$ cat src/rtl/cart_pkg.sv
`default_nettype none
// ============================================================================
// cart_pkg
//   Shared constants and state encoding for the cartridge download path.
//   Revision: 1.0
// ============================================================================
package cart_pkg;

  localparam int         PAGE_BITS = 14;
  localparam int         HDR_BYTES = 512;
  localparam logic [7:0] GG_INDEX  = 8'd2;

  typedef enum logic [2:0] {
    ST_IDLE  = 3'd0,
    ST_RECV  = 3'd1,
    ST_WRITE = 3'd2,
    ST_SIZE  = 3'd3,
    ST_DONE  = 3'd4
  } loader_state_t;

endpackage
`default_nettype wire

$ cat src/rtl/pow2_mask.sv
`default_nettype none
// ============================================================================
// pow2_mask
//   Registered bit-smear: turns a value into the all-ones mask of its
//   enclosing power of two, saturating at all-ones of the output width.
//   Revision: 1.0
// ============================================================================
module pow2_mask #(
  parameter int N     = 9,
  parameter int OUT_W = 8
) (
  input  logic             clk_i,
  input  logic             rst_ni,
  input  logic             clr_i,
  input  logic             en_i,
  input  logic             zero_i,
  input  logic [N-1:0]     val_i,
  output logic [OUT_W-1:0] mask_o
);

  logic [OUT_W-1:0] smear;
  logic [OUT_W-1:0] mask_q;

  // Bit i of the smear is set when any bit at or above i is set, so
  // values wider than the output collapse to all-ones.
  always_comb begin
    smear = '0;
    for (int i = 0; i < OUT_W; i++) begin
      smear[i] = |(val_i >> i);
    end
  end

  always_ff @(posedge clk_i or negedge rst_ni) begin
    if (!rst_ni) begin
      mask_q <= '0;
    end else if (clr_i) begin
      mask_q <= '0;
    end else if (en_i) begin
      mask_q <= zero_i ? '0 : smear;
    end
  end

  assign mask_o = mask_q;

endmodule
`default_nettype wire

$ cat src/rtl/cart_loader.sv
`default_nettype none
// ============================================================================
// cart_loader
//   Streams the HPS cartridge download into SDRAM over the toggle write
//   port and derives the page mask and copier-header flag at the end.
//   Revision: 1.0
// ============================================================================
module cart_loader #(
  parameter int AW        = 22,
  parameter int PAGE_BITS = cart_pkg::PAGE_BITS
) (
  input  logic          clk_sys,
  input  logic          RESET_n,
  input  logic          ioctl_download,
  input  logic          ioctl_wr,
  input  logic [7:0]    ioctl_dout,
  input  logic [7:0]    ioctl_index,
  output logic          ioctl_wait,
  output logic [AW-1:0] mem_waddr,
  output logic [7:0]    mem_din,
  output logic          mem_we,
  input  logic          mem_we_ack,
  output logic [7:0]    cart_mask,
  output logic          hdr_ofs,
  output logic          gg,
  output logic          busy,
  output logic          done
);

  import cart_pkg::*;

  localparam int                   PGW     = AW - PAGE_BITS + 1;
  localparam logic [PAGE_BITS-1:0] HDR_LO  = PAGE_BITS'(HDR_BYTES);
  localparam logic [AW:0]          HDR_SUB = (AW+1)'(HDR_BYTES);

  loader_state_t  state_q, state_d;
  logic [AW:0]    cnt_q, cnt_d;
  logic           ovf_q, ovf_d;
  logic           gg_q, gg_d;
  logic           hdr_q, hdr_d;
  logic           h_q, h_d;
  logic [PGW-1:0] pages_q, pages_d;
  logic           ph_q, ph_d;
  logic [AW-1:0]  waddr_q, waddr_d;
  logic [7:0]     din_q, din_d;
  logic           we_q, we_d;
  logic           wait_q, wait_d;
  logic           busy_q, busy_d;
  logic           done_q, done_d;
  logic           dl_prev_q;
  logic           pend_q, pend_d;
  logic           clr_mask;
  logic           mask_en;

  logic           dl_rise;
  logic           hdr_hit;
  logic [AW:0]    p_sz;
  logic [PGW-1:0] pages_sz;

  assign dl_rise = ioctl_download & ~dl_prev_q;

  // Size arithmetic; cnt never exceeds 2^AW so the page count fits in PGW bits.
  assign hdr_hit  = (cnt_q[PAGE_BITS-1:0] == HDR_LO);
  assign p_sz     = cnt_q - (hdr_hit ? HDR_SUB : '0);
  assign pages_sz = p_sz[AW:PAGE_BITS] + PGW'(|p_sz[PAGE_BITS-1:0]);

  always_comb begin
    state_d  = state_q;
    cnt_d    = cnt_q;
    ovf_d    = ovf_q;
    gg_d     = gg_q;
    hdr_d    = hdr_q;
    h_d      = h_q;
    pages_d  = pages_q;
    ph_d     = ph_q;
    waddr_d  = waddr_q;
    din_d    = din_q;
    we_d     = we_q;
    wait_d   = wait_q;
    pend_d   = pend_q | dl_rise;
    clr_mask = 1'b0;
    mask_en  = 1'b0;

    case (state_q)
      ST_IDLE: begin
        if (dl_rise || pend_q) begin
          state_d  = ST_RECV;
          cnt_d    = '0;
          ovf_d    = 1'b0;
          gg_d     = (ioctl_index == GG_INDEX);
          hdr_d    = 1'b0;
          clr_mask = 1'b1;
          pend_d   = 1'b0;
        end
      end
      ST_RECV: begin
        if (ioctl_wr) begin
          if (!cnt_q[AW]) begin
            waddr_d = cnt_q[AW-1:0];
            din_d   = ioctl_dout;
            we_d    = ~we_q;
            wait_d  = 1'b1;
            state_d = ST_WRITE;
          end else begin
            ovf_d = 1'b1;
          end
        end else if (!ioctl_download) begin
          state_d = ST_SIZE;
          ph_d    = 1'b0;
        end
      end
      ST_WRITE: begin
        if (mem_we_ack == we_q) begin
          wait_d  = 1'b0;
          state_d = ST_RECV;
          if (!cnt_q[AW]) begin
            cnt_d = cnt_q + 1'b1;
          end
        end
      end
      ST_SIZE: begin
        if (!ph_q) begin
          h_d     = hdr_hit;
          pages_d = pages_sz;
          ph_d    = 1'b1;
        end else begin
          mask_en = 1'b1;
          hdr_d   = h_q;
          state_d = ST_DONE;
        end
      end
      ST_DONE: begin
        state_d = ST_IDLE;
      end
      default: begin
        state_d = ST_IDLE;
      end
    endcase

    busy_d = (state_d != ST_IDLE);
    done_d = (state_d == ST_DONE);
  end

  always_ff @(posedge clk_sys or negedge RESET_n) begin
    if (!RESET_n) begin
      state_q   <= ST_IDLE;
      cnt_q     <= '0;
      ovf_q     <= 1'b0;
      gg_q      <= 1'b0;
      hdr_q     <= 1'b0;
      h_q       <= 1'b0;
      pages_q   <= '0;
      ph_q      <= 1'b0;
      waddr_q   <= '0;
      din_q     <= '0;
      we_q      <= 1'b0;
      wait_q    <= 1'b0;
      busy_q    <= 1'b0;
      done_q    <= 1'b0;
      dl_prev_q <= 1'b0;
      pend_q    <= 1'b0;
    end else begin
      state_q   <= state_d;
      cnt_q     <= cnt_d;
      ovf_q     <= ovf_d;
      gg_q      <= gg_d;
      hdr_q     <= hdr_d;
      h_q       <= h_d;
      pages_q   <= pages_d;
      ph_q      <= ph_d;
      waddr_q   <= waddr_d;
      din_q     <= din_d;
      we_q      <= we_d;
      wait_q    <= wait_d;
      busy_q    <= busy_d;
      done_q    <= done_d;
      dl_prev_q <= ioctl_download;
      pend_q    <= pend_d;
    end
  end

  pow2_mask #(
    .N     (PGW),
    .OUT_W (8)
  ) u_pow2_mask (
    .clk_i  (clk_sys),
    .rst_ni (RESET_n),
    .clr_i  (clr_mask),
    .en_i   (mask_en),
    .zero_i (pages_q == '0),
    .val_i  (pages_q - PGW'(1)),
    .mask_o (cart_mask)
  );

  assign ioctl_wait = wait_q;
  assign mem_waddr  = waddr_q;
  assign mem_din    = din_q;
  assign mem_we     = we_q;
  assign hdr_ofs    = hdr_q;
  assign gg         = gg_q;
  assign busy       = busy_q;
  assign done       = done_q;

endmodule
`default_nettype wire

$ cat config.mk
export PLATFORM = sky130hd
export DESIGN_NAME = cart_loader
export DESIGN_NICKNAME = d
export VERILOG_FILES = /design/src/rtl/cart_pkg.sv /design/src/rtl/pow2_mask.sv /design/src/rtl/cart_loader.sv
export SDC_FILE = /design/constraint.sdc
export NUM_CORES = 1
export LEC_CHECK = 0
export CORE_UTILIZATION = 54
export CTS_CLUSTER_DIAMETER = 60
export CTS_CLUSTER_SIZE = 16
export DETAILED_ROUTE_END_ITERATION = 8
export GPL_TIMING_DRIVEN = 0
export PLACE_DENSITY = 0.76
export SETUP_SLACK_MARGIN = 0.1
export SKIP_LAST_GASP = 1
export SYNTH_ARGS = -nofsm -noshare
export SYNTH_HDL_FRONTEND = slang
export SYNTH_SLANG_ARGS = --single-unit
$ cat constraint.sdc
create_clock -name clk_sys -period 4.3 [get_ports clk_sys]
set_clock_uncertainty 0.15 [all_clocks]
set_input_delay 0.86 -clock clk_sys [delete_from_list [all_inputs] [get_ports clk_sys]]
set_output_delay 0.86 -clock clk_sys [all_outputs]
set_load 0.02 [all_outputs]
Yosys cells after proc, flatten, opt, wreduce, memory -nomap -nowiden
Cells that the tools add are included.

word-level totals
  flip-flop bits (word level) = 83
  input bits = 21
  output and inout port bits = 44
  logic and storage cells = 99

cells by class
  add/subtract/negate cells = 4
  equal/unequal tests = 15
  multiplexer cells = 31
  bitwise operators = 6
  reduce and logical (&&, ||, !) cells = 26

operators with widths
  operator               number
  $mux 23                3
  $pmux 23 s2            1
  $mux 8                 3
  $add 23x1->23 const B  1
  $sub 23x10->23         1
  $mux 3                 6
  $ne 2x2->1 const B     8
  $eq 14x10->1 const B   1
  $reduce_or 14->1       1
  $mux 1                 13
  $pmux 3 s4             1
  $reduce_and 3->1       4
  $mux 10                1
  $reduce_bool 2->1      5
  $add 9x1->9            1
  $logic_not 9->1        1
  $reduce_or 9->1        1
  $sub 9x1->9 const B    1
  $eq 8x2->1 const B     1
  $reduce_and 4->1       2
  $reduce_or 8->1        1
  $reduce_or 7->1        1
  $eq 3x2->1 const B     2
  $pmux 1 s2             3
  other kinds (15)       19

Longest topological paths before layout
Gate-level depths: netlist of the first run.

  depth in word-level cells = 6
  depth in mapped cells = 20
  gate-level depth less buffers = 19

Cells and area by module
Synthesis of the first run repeated with hierarchy kept, for this count alone.

unflattened totals
  cells, all modules = 442
  area, all modules = 4,364.2 sq um

by module, submodules not included
  module       times used  cells an instance  area each (sq um)  sequential area each (sq um)
  cart_loader  1           407                4,006.3            1,876.8
  pow2_mask    1           35                 357.8              200.2

Worst setup path before layout of the first run
OpenSTA, ideal clock, no wires.

  kind = register to register
  start = reg cnt_q[0]
  end = reg pages_q[2]
  library setup time = 84 ps
  arrival = 3,486 ps
  required time = 4,066 ps
  path slack = 580 ps
  cell stages (with the launch flop) = 18
  path buffers = 1
  clock period less this slack = 3,720 ps
  path through = dfrtp_1 > inv_1 > ha_1 > nor4b_1 > nand2_1 > nor4b_1 > ha_1 > ha_1 > clkbuf_1 > nand2_1 > a21oi_1 > a31oi_1 > or3_1 > ha_1 > a2111oi_0 > a21oi_1 > xor2_1 > o21ai_0

between the ends
  cells in the longest elaborated chain, start to end = 5

RTL lines
  what                    line                RTL
  from (decl)             cart_loader.sv:37   logic [AW:0] cnt_q, cnt_d;
  from (signal assigned)  cart_loader.sv:164  cnt_q <= cnt_d;
  $eq 14x10->1 *          cart_loader.sv:63   assign hdr_hit = (cnt_q[PAGE_BITS-1:0] == HDR_LO);
  net hdr_hit             cart_loader.sv:56   logic hdr_hit;
  $mux 10 *               cart_loader.sv:64   assign p_sz = cnt_q - (hdr_hit ? HDR_SUB : '0);
  $sub 23x10->23 *        cart_loader.sv:64
  $reduce_or 14->1        cart_loader.sv:65   assign pages_sz = p_sz[AW:PAGE_BITS] + PGW'(|p_sz[PAGE_BITS-1:0]);
  $add 9x1->9 *           cart_loader.sv:65
  to (signal assigned)    cart_loader.sv:169  pages_q <= pages_d;
  to (decl)               cart_loader.sv:42   logic [PGW-1:0] pages_q, pages_d;

The timed path passes the listed nets; every way through them passes the cells marked *.
A chain may end at the register's enable or synchronous reset.

Worst setup path in the final report of the first run
Ends and elaborated chain as after synthesis.

==> results of run 1 <==
[tightest hold or removal path, cell delays in order (launching register included)]
cell	delay (ns)
dfrtp_1	0.35
nand2_1	0.05
nand2_1	0.05
[cells by family (layout without fill, tap and decap cells)]
family                     after synthesis  count (layout)  synth area share
adders and majority gates                8               8            0.0230
DFF                                     83              83             0.477
AOI/OAI and AO/OA                       99              99             0.146
muxes                                   28              28            0.0721
and+or+nand+nor                        165             165             0.194
buffers and inverters                   39             121            0.0382
xor gates and xnor gates                25              25            0.0503
[sequential cells by signal (all words and copies together) (netlist names)]
signal,cells
busy,1
pages_q,9
h_q,1
ioctl_wait,1
mem_we,1
dl_prev_q,1
u_pow2_mask.mask_o,8
cnt_q,23
hdr_ofs,1
done,1
ph_q,1
pend_q,1
mem_din,8
gg,1
mem_waddr,22
state_q,3
[synthesized netlist by cell type (12+ instances only)]
cell and number:
o21ai_0 37, dfrtp_1 83, inv_1 12, nand2_1 50, clkbuf_1 19, mux2_2 27
xnor2_1 18, nand3_1 15, nor2_1 35, a21oi_1 17
[stage by stage]
| step | worst slack, ns | utilization |
|---|---|---|
| 6_report | 0.292 | 0.696 |
| 5_1_grt | 0.104 | 0.696 |
| 4_1_cts | 0.145 | 0.690 |
| 3_5_place_dp | -0.412 | 0.662 |
| 3_3_place_gp | -0.671 | 0.660 |
| 2_1_floorplan | 0.580 | - |
[placed cells by master (no fill, tap or decap), drive strengths merged, types with 2 or more instances in the layout]
cell / synthesis / layout
o21ai: 37 / 37
nor2b: 6 / 6
or3: 2 / 2
or4: 5 / 5
clkinv: 0 / 3
nor3b: 2 / 2
nor4: 8 / 8
nor3: 11 / 11
dfrtp: 83 / 83
mux2: 27 / 27
a22o: 5 / 5
buf: 8 / 12
clkdlybuf4s50: 0 / 63
o211ai: 5 / 5
inv: 12 / 12
and3: 5 / 5
nand2: 50 / 50
o31ai: 4 / 4
a21oi: 17 / 17
a21o: 4 / 4
o2111ai: 3 / 3
nand4: 10 / 10
xnor2: 18 / 18
a31oi: 10 / 10
a31o: 2 / 2
ha: 8 / 8
xor2: 7 / 7
nand3b: 5 / 5
nor4b: 5 / 5
nand3: 16 / 16
nor2: 36 / 36
clkbuf: 19 / 29
[per-layer routing]
metal,vias up,share of wire
li1,1764,-
met1,1750,0.43
met2,132,0.49
met3,26,0.051
met4,0,0.024
met5,-,0
[power breakdown]
group	total, mW	internal, mW	switching [mW]
Sequential	1.02	0.917	0.102
Clock	0.552	0.282	0.271
Combinational	1.00	0.426	0.578
Total	2.58	1.63	0.951
[worst max-delay path by stage]
stage,end,slack (ns),cells after the start
after floorplan,pages_q[2]$_DFFE_PN0P_,0.58,17
after global placement,mem_din[7]$_DFFE_PN0P_,-0.67,1
after detailed placement,pages_q[2]$_DFFE_PN0P_,-0.41,17
after CTS,pages_q[2]$_DFFE_PN0P_,0.15,17
after global routing,pages_q[4]$_DFFE_PN0P_,0.10,19
final,pages_q[2]$_DFFE_PN0P_,0.29,17
[timing repair]
action | CTS | global route
setup endpoints to repair | 6 | 5
hold buffers | 0 | 0
pin swaps | 0 | 2
buffers inserted | 0 | 1
resized for setup | 5 | 9
hold endpoints to repair | 0 | 0
[layout make-up]
cell class,count,area (um2)
Inverter,12,45.0
Clock inverter,5,52.6
Buffer,27,129
Multi-Input combinational cell,325,2170
Fill cell,618,2360
Timing Repair Buffer,66,666
Tap cell,102,128
Clock buffer,11,141
Sequential cell,83,2080
==> flow_metrics.tcl, run 1 <==
set metrics [dict create \
    drt-total-wl_um 9940 \
    max_freq_mhz 250 \
    max-cap-violations 0 \
    rows 32 \
    dp_cells 614 \
    fin_crit_sh 0.932 \
    tightest_slew_ns 1.06 \
    synth.avg_cell_area_um2 9.74 \
    crit_family "simple AND/OR/NAND/NOR gates" \
    fin_crit_ns 4.01 \
    yosysSeqAreaShare 0.477 \
    htreeDepth 3 \
    startpoint_type "flop" \
    syn-num-nets 476 \
    grt_pass1_wl_um 17200 \
    dp_hpwl_um 7110 \
    place.gp.congestion 0.870 \
    placed_cell_area_mm2 0.00514 \
    grtUsageMet3 0.0415 \
    yosysTopAreaCellShare 0.477 \
    clock_latency_ns 0.35 \
    finalHoldViolations 0 \
    r2r-start "cnt_q[0]$_DFFE_PN0P_" \
    min_from "u_pow2_mask.mask_o[2]$_DFFE_PN0P_" \
    synth_edf_count 0 \
    worstHoldEndpoint "u_pow2_mask.mask_o[2]$_DFFE_PN0P_" \
    cp.required_ns 4.41 \
    crit_fanout 10 \
    critPathLaunch "cnt_q[0]$_DFFE_PN0P_" \
    slowest_stage "dfrtp_1" \
    drive_gt1_frac 0.123 \
    core_mm2 0.00777 \
    r2r_slack_ns 0.29 \
    cts_buffer_depth 2 \
    p_total_mw 2.58 \
    boundaryPins 65 \
    viasPerCell 5.82 \
    route.vias.total 3672 \
    relSlewSlack 0.286 \
    hold_path_class "reg -> reg" \
    instances_no_fill 631 \
    ant_nets 0 \
    cp-end-kind "flop" \
    start_util 0.561 \
    rsz0062_at_grt "no" \
    synth_cells 447 \
    cp.buffers_inverters 2 \
    drt_pre_antenna_iters 5 \
    holdPathStages 2 \
    drcViolationCount 0 \
    crit_arrival_ns 4.12 \
    area_growth_pct 24.1 \
    cts_sinks 83 \
    clockRootBuffer "clkbuf_8" \
    critPathKind "reg -> reg" \
    reg2reg_depth 17 \
    cts_tree "done" \
    netlist_area_mm2 0.00436 \
    met1_usage 0.329 \
    synth.distinct_cells 54 \
    insertedDiodeCount 0 \
    whs_ns 0.321 \
    final_nets 553 \
    finalSetupViolCount 0 \
    portBuffers 64 \
    yosysWarnings 0 \
    drt-wirelength-per-cell_um 15.8 \
    top_usage_layer "met2" \
    cts_buffers 9 \
    status "finished clean" \
    die_w_um 91.8 \
    grt_pass1_vias 3614 \
    synthFlopType "dfrtp_1" \
    rr_endpoint "pages_q[2]$_DFFE_PN0P_" \
    ys_async_sr_fraction 1.00 \
    stdcell_area_mm2 0.00540 \
    die_h_um 91.8 \
    synth.area.top_cells "dfrtp_1 48%, mux2_2 7.0%, nand2_1 4.3%" \
    grt.overflow.total 0 \
    setup_tns_ns 0 \
    leakage_nw 2.34 \
    synth-seq-cells 83 \
    grt_max_degree 45 \
    first_iter_violations 190 \
    die-area_mm2 0.00843 \
    powerDensity_mw_per_mm2 477 \
    critPathMaxStageDelay_ns 0.43 \
    antenna_found_initial 0 \
    path_cells "inv_1, ha_1, nor4b_1, nand2_1, nor4b_4, ha_2, ha_1, buf_6, nand2_1, a21oi_1, a31oi_1, or3_1, ha_2, a2111oi_4, a21oi_1, xor2_1, o21ai_0" \
    synth_top_area_cell "dfrtp_1" \
    grt_util_all_layers 0.256 \
    clkSlewWorstSetupHoldPaths_ns 0.08 \
    peakVddDrop_mv 0.284 \
    drv_slew 0 \
    met2_usage 0.436 \
]
(Power assumes the default switching activity.)
==> run 2: changes to the inputs <==
- MAX_ROUTING_LAYER: default -> met4
==> run 2 against run 1 <==
Compared with the run above:
- first-iteration DRC count grew 16%
- hold slack is essentially flat
- critical path depth is the same
- core utilization is the same
- critical endpoint unchanged
- worst setup slack lost 0.014 ns
==> flow_metrics.tcl, run 2 (same netlist as run 1, synthesis figures left out) <==
set metrics [dict create \
    status "finished clean" \
    viasPerCell 5.78 \
    critPathMaxStageDelay_ns 0.43 \
    postCtsHoldBufs 0 \
    routed.top_layer "met4" \
    route.vias.total 3649 \
    crit_arrival_ns 4.13 \
    clockRootBuffer "clkbuf_8" \
    boundaryPins 65 \
    top_register "cnt_q" \
    cts_buffers 9 \
    fin_crit_sh 0.935 \
    grt_util_all_layers 0.264 \
    finalSetupViolCount 0 \
    cts_tree "done" \
    htreeDepth 3 \
    die_h_um 91.8 \
    slowest_stage "dfrtp_1" \
    core_mm2 0.00777 \
    die_w_um 91.8 \
    critPathKind "reg -> reg" \
    grt_pass1_wl_um 17200 \
    grt_pass1_vias 3600 \
    peakVddDrop_mv 0.285 \
    leakage_nw 2.34 \
    final_common_cell "dfrtp_1" \
    cts_sinks 83 \
    area_growth_pct 24.1 \
    drt-wirelength-per-cell_um 15.7 \
    max_freq_mhz 249 \
    cp-end-kind "flop" \
    crit_fanout 10 \
    first_iter_violations 220 \
    drt_pre_antenna_iters 6 \
    path_cells "inv_1, ha_1, nor4b_1, nand2_1, nor4b_4, ha_2, ha_1, buf_6, nand2_1, a21oi_1, a31oi_1, or3_1, ha_2, a2111oi_4, a21oi_1, xor2_1, o21ai_0" \
    m1WireLength_um 4320 \
    insertedDiodeCount 0 \
    largest_reg_flops 23 \
    dp_hpwl_um 7110 \
    max-cap-violations 0 \
    layout_common_cells "83 x dfrtp_1, 63 x clkdlybuf4s50_1, 50 x nand2_1" \
    wl_met3_um 474 \
    fin_crit_ns 4.02 \
    fin_util 0.696 \
    cp.required_ns 4.41 \
    ant_nets 0 \
    drt-total-wl_um 9930 \
    die-area_mm2 0.00843 \
    final_nets 553 \
    hold_path_class "reg -> reg" \
    finalHoldViolations 0 \
    antenna_found_initial 0 \
    clock_latency_ns 0.35 \
    crit_family "simple AND/OR/NAND/NOR gates" \
    clkSlewWorstSetupHoldPaths_ns 0.08 \
    grt.overflow.total 0 \
    rsz0062_at_grt "no" \
    grt_max_degree 45 \
    wl_met2_um 4920 \
    relSlewSlack 0.287 \
    place.gp.congestion 0.884 \
    cts_buffer_depth 2 \
    cp.buffers_inverters 2 \
    portBuffers 64 \
    drv_slew 0 \
    rows 32 \
    tightest_slew_ns 1.05 \
    start_util 0.561 \
    drive_gt1_frac 0.123 \
    whs_ns 0.321 \
    powerDensity_mw_per_mm2 477 \
    drcViolationCount 0 \
    startpoint_type "flop" \
]
==> run 2: cell counts in the layout (fill, tap and decap cells not counted) <==
No cell type changed its count.
==> run 2: power by group <==
part | internal (mW) | switching [mW]
registers | 0.917 | 0.102
logic | 0.426 | 0.576
clock network | 0.282 | 0.274
total | 1.63 | 0.952
==> run 2: area by class of cell <==
cell class / count / area [um2]
buffer: 27 / 129
clock buffer: 11 / 141
clock inverter: 5 / 52.6
fill: 618 / 2360
inverter: 12 / 45.0
multi-input combinational: 325 / 2170
sequential: 83 / 2080
tap: 102 / 128
timing repair buffer: 66 / 666
==> run 2: what timing repair did <==
item	CTS	global route
cloned	0	0
pin swaps	0	2
gates resized for setup	5	9
buffers inserted	0	1
setup endpoints to repair	6	5
==> run 2: worst min-delay path: stages, from the launching register on <==
cell and delay (ns):
dfrtp_1 0.35, nand2_1 0.05, nand2_1 0.05
==> run 2: routing by layer <==
metal,track usage,up-vias
li1,-,1764
met4,0.0990,0
met1,0.331,1743
met5,-,-
met2,0.435,119
met3,0.0390,23
==> run 2: final timing paths <==
path,startpoint,to,cells past startpoint,slack [ns]
max reg2reg,cnt_q[0]$_DFFE_PN0P_,pages_q[2]$_DFFE_PN0P_,17,0.28
min reg2reg,u_pow2_mask.mask_o[2]$_DFFE_PN0P_,u_pow2_mask.mask_o[2]$_DFFE_PN0P_,2,0.32
min,u_pow2_mask.mask_o[2]$_DFFE_PN0P_,u_pow2_mask.mask_o[2]$_DFFE_PN0P_,2,0.32
min in group asynchronous,RESET_n,mem_din[2]$_DFFE_PN0P_,1,0.33
max,cnt_q[0]$_DFFE_PN0P_,pages_q[2]$_DFFE_PN0P_,17,0.28
max in group asynchronous,RESET_n,cnt_q[12]$_DFFE_PN0P_,2,3.07
==> run 2: through the flow <==
stage	cells	setup WS (ns)	area, um2	total power [mW]	TNS (ns)
5_1_grt	631	0.105	5400	2.75	0
2_1_floorplan	447	0.580	4360	1.64	0
3_5_place_dp	614	-0.412	5140	2.02	-0.989
6_report	631	0.278	5400	2.58	0
3_3_place_gp	613	-0.671	5120	1.99	-55.65
4_1_cts	630	0.145	5360	2.58	0
